**config.mk**
```make
export PLATFORM = sky130hd
export DESIGN_NAME = mul_share_arbiter_taint
export DESIGN_NICKNAME = d
export VERILOG_FILES = /design/src/rtl/mul_share_arbiter_taint.sv
export SDC_FILE = /design/constraint.sdc
export NUM_CORES = 1
export LEC_CHECK = 0
export ABC_AREA = 1
export BUFFER_PORTS_ARGS = -buffer_cell sky130_fd_sc_hd__buf_2
export CAP_MARGIN = 20
export CORE_ASPECT_RATIO = 1.2
export CORE_UTILIZATION = 35
export CTS_CLUSTER_DIAMETER = 120
export DETAILED_ROUTE_END_ITERATION = 16
export HOLD_SLACK_MARGIN = 0.12
export SLEW_MARGIN = 20
export SYNTH_ARGS = -nofsm -noshare
export SYNTH_HDL_FRONTEND = slang
export SYNTH_SLANG_ARGS = --single-unit
export TNS_END_PERCENT = 30
```
**constraint.sdc**
```tcl
create_clock -name clk -period 2.47 [get_ports clk]
set_input_delay 0.6175 -clock clk [delete_from_list [all_inputs] [get_ports clk]]
set_output_delay 0.6175 -clock clk [all_outputs]
set_load 0.02 [all_outputs]
```
**src/rtl/mul_share_arbiter_taint.sv**
```systemverilog
// rtl/mul_share_arbiter_taint.sv - round-robin share of one variable-latency multiplier with taint shadows
module mul_share_arbiter_taint #(
  parameter int WIDTH   = 4,
  parameter int TIMEOUT = 8
) (
  input  logic               clk,
  input  logic               rst,
  input  logic               req0_valid,
  input  logic               req0_valid_t,
  input  logic [WIDTH-1:0]   req0_a,
  input  logic               req0_a_t,
  input  logic [WIDTH-1:0]   req0_b,
  input  logic               req0_b_t,
  input  logic               req1_valid,
  input  logic               req1_valid_t,
  input  logic [WIDTH-1:0]   req1_a,
  input  logic               req1_a_t,
  input  logic [WIDTH-1:0]   req1_b,
  input  logic               req1_b_t,
  output logic               req0_ready,
  output logic               req0_ready_t,
  output logic               req1_ready,
  output logic               req1_ready_t,
  output logic               mul_in_valid,
  output logic               mul_in_valid_t,
  output logic [WIDTH-1:0]   mul_in_a,
  output logic               mul_in_a_t,
  output logic [WIDTH-1:0]   mul_in_b,
  output logic               mul_in_b_t,
  input  logic               mul_out_valid,
  input  logic               mul_out_valid_t,
  input  logic [2*WIDTH-1:0] mul_out_result,
  input  logic               mul_out_result_t,
  output logic               rsp_valid,
  output logic               rsp_valid_t,
  output logic               rsp_id,
  output logic               rsp_id_t,
  output logic [2*WIDTH-1:0] rsp_result,
  output logic               rsp_result_t,
  output logic               rsp_err,
  output logic               rsp_err_t
);

  typedef enum logic [1:0] {IDLE = 2'd0, ISSUE = 2'd1, WAIT = 2'd2} state_t;

  localparam logic [3:0] WD_LIMIT = 4'(TIMEOUT);

  state_t     state_q;
  state_t     state_d;
  logic       rr_q;
  logic       id_q;
  logic       ctrl_t_q;
  logic [3:0] wd_q;
  logic       grant_any;
  logic       grant_id;
  logic       wd_hit;
  logic       valid_taint;

  assign valid_taint = req0_valid_t | req1_valid_t;
  // Compare the post-increment count so the decision lands on the TIMEOUT-th WAIT cycle.
  assign wd_hit      = (wd_q + 4'd1) == WD_LIMIT;

  always_comb begin
    grant_any = req0_valid | req1_valid;
    grant_id  = rr_q;
    if (rr_q ? !req1_valid : !req0_valid) begin
      grant_id = ~rr_q;
    end
  end

  always_ff @(posedge clk) begin
    if (rst) begin
      state_q <= IDLE;
    end else begin
      state_q <= state_d;
    end
  end

  always_comb begin
    state_d = state_q;
    case (state_q)
      IDLE:    if (grant_any) state_d = ISSUE;
      ISSUE:   state_d = WAIT;
      WAIT:    if (mul_out_valid || wd_hit) state_d = IDLE;
      default: state_d = IDLE;
    endcase
  end

  always_comb begin
    req0_ready   = 1'b0;
    req1_ready   = 1'b0;
    mul_in_valid = 1'b0;
    if (!rst) begin
      if (state_q == IDLE && grant_any) begin
        req0_ready = !grant_id;
        req1_ready = grant_id;
      end
      mul_in_valid = (state_q == ISSUE);
    end
    req0_ready_t   = !rst && (ctrl_t_q | valid_taint);
    req1_ready_t   = !rst && (ctrl_t_q | valid_taint);
    mul_in_valid_t = ctrl_t_q;
  end

  always_ff @(posedge clk) begin
    if (rst) begin
      rr_q         <= 1'b0;
      id_q         <= 1'b0;
      wd_q         <= '0;
      ctrl_t_q     <= 1'b0;
      mul_in_a     <= '0;
      mul_in_a_t   <= 1'b0;
      mul_in_b     <= '0;
      mul_in_b_t   <= 1'b0;
      rsp_valid    <= 1'b0;
      rsp_valid_t  <= 1'b0;
      rsp_id       <= 1'b0;
      rsp_id_t     <= 1'b0;
      rsp_result   <= '0;
      rsp_result_t <= 1'b0;
      rsp_err      <= 1'b0;
      rsp_err_t    <= 1'b0;
    end else begin
      rsp_valid    <= 1'b0;
      // Handshake taint: anything that can steer timing marks the response control.
      rsp_valid_t  <= rsp_valid_t | ctrl_t_q | mul_out_valid_t;
      rsp_id_t     <= rsp_id_t | ctrl_t_q | mul_out_valid_t;
      rsp_err_t    <= rsp_err_t | ctrl_t_q | mul_out_valid_t;
      rsp_result_t <= rsp_result_t | mul_out_result_t | mul_in_a_t | mul_in_b_t;
      case (state_q)
        IDLE: begin
          ctrl_t_q <= ctrl_t_q | valid_taint;
          if (grant_any) begin
            id_q       <= grant_id;
            mul_in_a   <= grant_id ? req1_a : req0_a;
            mul_in_b   <= grant_id ? req1_b : req0_b;
            mul_in_a_t <= mul_in_a_t | (grant_id ? req1_a_t : req0_a_t);
            mul_in_b_t <= mul_in_b_t | (grant_id ? req1_b_t : req0_b_t);
          end
        end
        ISSUE: wd_q <= '0;
        WAIT: begin
          ctrl_t_q <= ctrl_t_q | mul_out_valid_t;
          wd_q     <= wd_q + 4'd1;
          // A result arriving on the watchdog's last cycle still wins.
          if (mul_out_valid || wd_hit) begin
            rsp_valid  <= 1'b1;
            rsp_id     <= id_q;
            rsp_err    <= !mul_out_valid;
            rsp_result <= mul_out_valid ? mul_out_result : '0;
            rr_q       <= ~id_q;
          end
        end
        default: ;
      endcase
    end
  end

endmodule

```
==> impl_metrics.csv <==
group,metric,value,unit
floorplan,dieArea,4505,um2
floorplan,num_rows,25,
grt,antenna_found_initial,0,
power,powerDensity,761.3,nW/um2
setup_path,worst_r2r_path_depth,9,
synth,synth_seq_cells,34,
grt,grt_pass1_wl,5292,um
setup_path,critPathMaxFanout,6,
clock_tree,ctsHoldBuffers,0,
detailed_routing,ant_nets,0,
sta,max_freq,435.2,MHz
synth,yosysSeqAreaShare,45.87,%
clock_tree,htreeDepth,2,
sta,period_share,93.02,%
grt,grt-ovfl-total,0,
clock_tree,clock_sink_count,34,
clock_tree,cts_buffers,5,
sta,relSlewSlack,71.17,%
place,port_buffers,67,
floorplan,die_h,73.33,um
power,finalPower,1.485,mW
clock_tree,clkLatencyLatePin,280,ps
place,place_area,1856,um2
setup_path,arrival,1680,ps
sta,setup_viol,0,
sta,drv_slew,0,
detailed_routing,drt-initial-drc-count,24,
setup_path,required,1850,ps
synth,async_flop_share,0,%
clock_tree,ctsResizeCount,0,
grt,grtUsageTotal,16.09,%
sta,final_hold_viol_count,0,
setup_path,end_kind,"output port",
synth,syn-cell-area,1484,um2
cells_and_area,design_area,1951,um2
synth,syn_inst,199,
setup_path,critPathKind,"flop to output port",
clock_tree,clk_path_buf_depth,2,
synth,synth_flop_cell,"dfxtp_1",
synth,synth_fp_nets,242,
floorplan,design.core.area,4004,um2
cells_and_area,layout_common_cells,"buf_2, nand2_1, dfxtp_1, inv_1",
run_status,status,"finished clean",
detailed_routing,via_per_inst,4.388,
detailed_routing,vias,1413,
synth,ys_warn_count,0,
place,dp_hpwl,2507,um
floorplan,dieWidth,61.44,um
clock_tree,cts_tree,"built",
grt,grt_max_degree,20,
synth,synth.distinct_cells,26,
power,ir_worst_vdd,0.3932,mV
cells_and_area,area_growth,31.45,%
floorplan,start_util,37.06,%
place,place_congestion,0.8093,
detailed_routing,drcViolationCount,0,
min_path,hold_class,"flop to flop",
detailed_routing,routed_wl,3307,um
sta,period_minus_slack,2298,ps
min_path,whs_path_depth,2,
detailed_routing,first_pass_iters,4,
cells_and_area,antenna_cells,0,
power,leakage,1.004,nW
cells_and_area,fin_nets,310,
clock_tree,root_buffer,"clkbuf_8",
clock_tree,clk_pin_slew,70,ps
cells_and_area,layout_commonest_cell,"buf_2",
grt,grt_pass1_vias,1203,
synth,synth_edf_count,0,
setup_path,critPathLaunchType,"flop",
detailed_routing,wl_per_cell,10.27,um
sta,worst_pin_slew,432.0,ps
run,max_cap_violations,0,
sta,finalSetupTns,0,ps
clock_tree,post-cts-setup-buffers,0,
floorplan,ios,68,
sta,clock_skew,4.543,ps
sta,rsz0062_at_grt,"false",
cells_and_area,drive_gt1_share,32.46,%
synth,syn_avg_cell_area,7.457,um2
==> area by class of cell <==
type	count	area (um2)
Clock inverter	2	12.51
Tap cell	54	67.56
Fill cell	451	2053
Multi-Input combinational cell	133	666.9
Clock buffer	6	82.58
Sequential cell	34	680.7
Inverter	24	90.09
Timing Repair Buffer	69	350.3
==> critical path, stage by stage (launching register included) <==
cell and delay [ps]:
dfxtp_1 340, inv_1 110, ha_1 230, o21ai_1 160, inv_1 100, nand2_2 60
nor2_2 200, buf_2 210
==> synth_stat cells (2+ instances only) <==
| master | count | share of area [%] |
|---|---|---|
| nand3_1 | 18 | 6.1 |
| dfxtp_1 | 34 | 46 |
| nand2_1 | 56 | 14 |
| o21ai_0 | 4 | 1.3 |
| inv_1 | 23 | 5.8 |
| ha_1 | 6 | 5.1 |
| buf_2 | 3 | 1.0 |
| nor2_1 | 15 | 3.8 |
| nand2_2 | 3 | 1.3 |
| a31oi_1 | 3 | 1.3 |
| a21oi_1 | 18 | 6.1 |
| a211oi_1 | 2 | 1.0 |
==> path summary, 6_finish.rpt <==
| check | endpoint | slack [ps] | startpoint |
|---|---|---|---|
| min reg2reg | rsp_err | 460 | rsp_err |
| min | rsp_err | 460 | rsp_err |
| max | req0_ready | 170 | state_q[0] |
| max reg2reg | mul_in_a_t | 780 | state_q[0] |
==> stage by stage <==
stage	hold slack (ps)	worst slack (ps)	utilization, %	cells
detailed placement	449.0	383.4	46.34	314
CTS	458.8	178.3	48.72	322
floorplan	436.0	252.8	-	199
global placement	442.2	400.5	46.34	314
global route	483.2	42.11	48.72	322
finish	455.8	172.3	48.72	322
==> registers in the layout (all words and copies together), names as in the netlist <==
register,count
rsp_valid_t,1
mul_in_b_t,1
mul_in_b,4
mul_in_a_t,1
rsp_result_t,1
rsp_id,1
rsp_err,1
rsp_result,8
state_q,2
rsp_valid,1
rsp_id_t,1
mul_in_a,4
mul_in_valid_t,1
rr_q,1
wd_q,4
id_q,1
rsp_err_t,1
==> cells by family (layout without fill, tap and decap cells) <==
logic type                 Yosys count  after routing  synth area share [%]
and+or+nand+nor                     97             97                 28.67
AOI/OAI and AO/OA                   30             30                 11.21
DFF                                 34             34                 45.87
adders and majority gates            6              6                 5.059
buffers and inverters               32            101                 9.189
==> metal layers <==
layer	global-route usage, %	part of all wire, %	up-vias
met1	20.94	49	598
li1	-	-	764
met3	4.225	6.7	2
met5	0	0	-
met2	23.31	44	49
met4	10.12	0.94	0
==> power breakdown <==
part | leakage, nW | switching [mW] | internal, mW | total, mW
Sequential | 0.279 | 0.0379 | 0.615 | 0.652
Combinational | 0.678 | 0.266 | 0.148 | 0.413
Clock | 0.0472 | 0.196 | 0.224 | 0.419
Total | 1.00 | 0.499 | 0.986 | 1.49
Power figures use the tool's default switching activity.
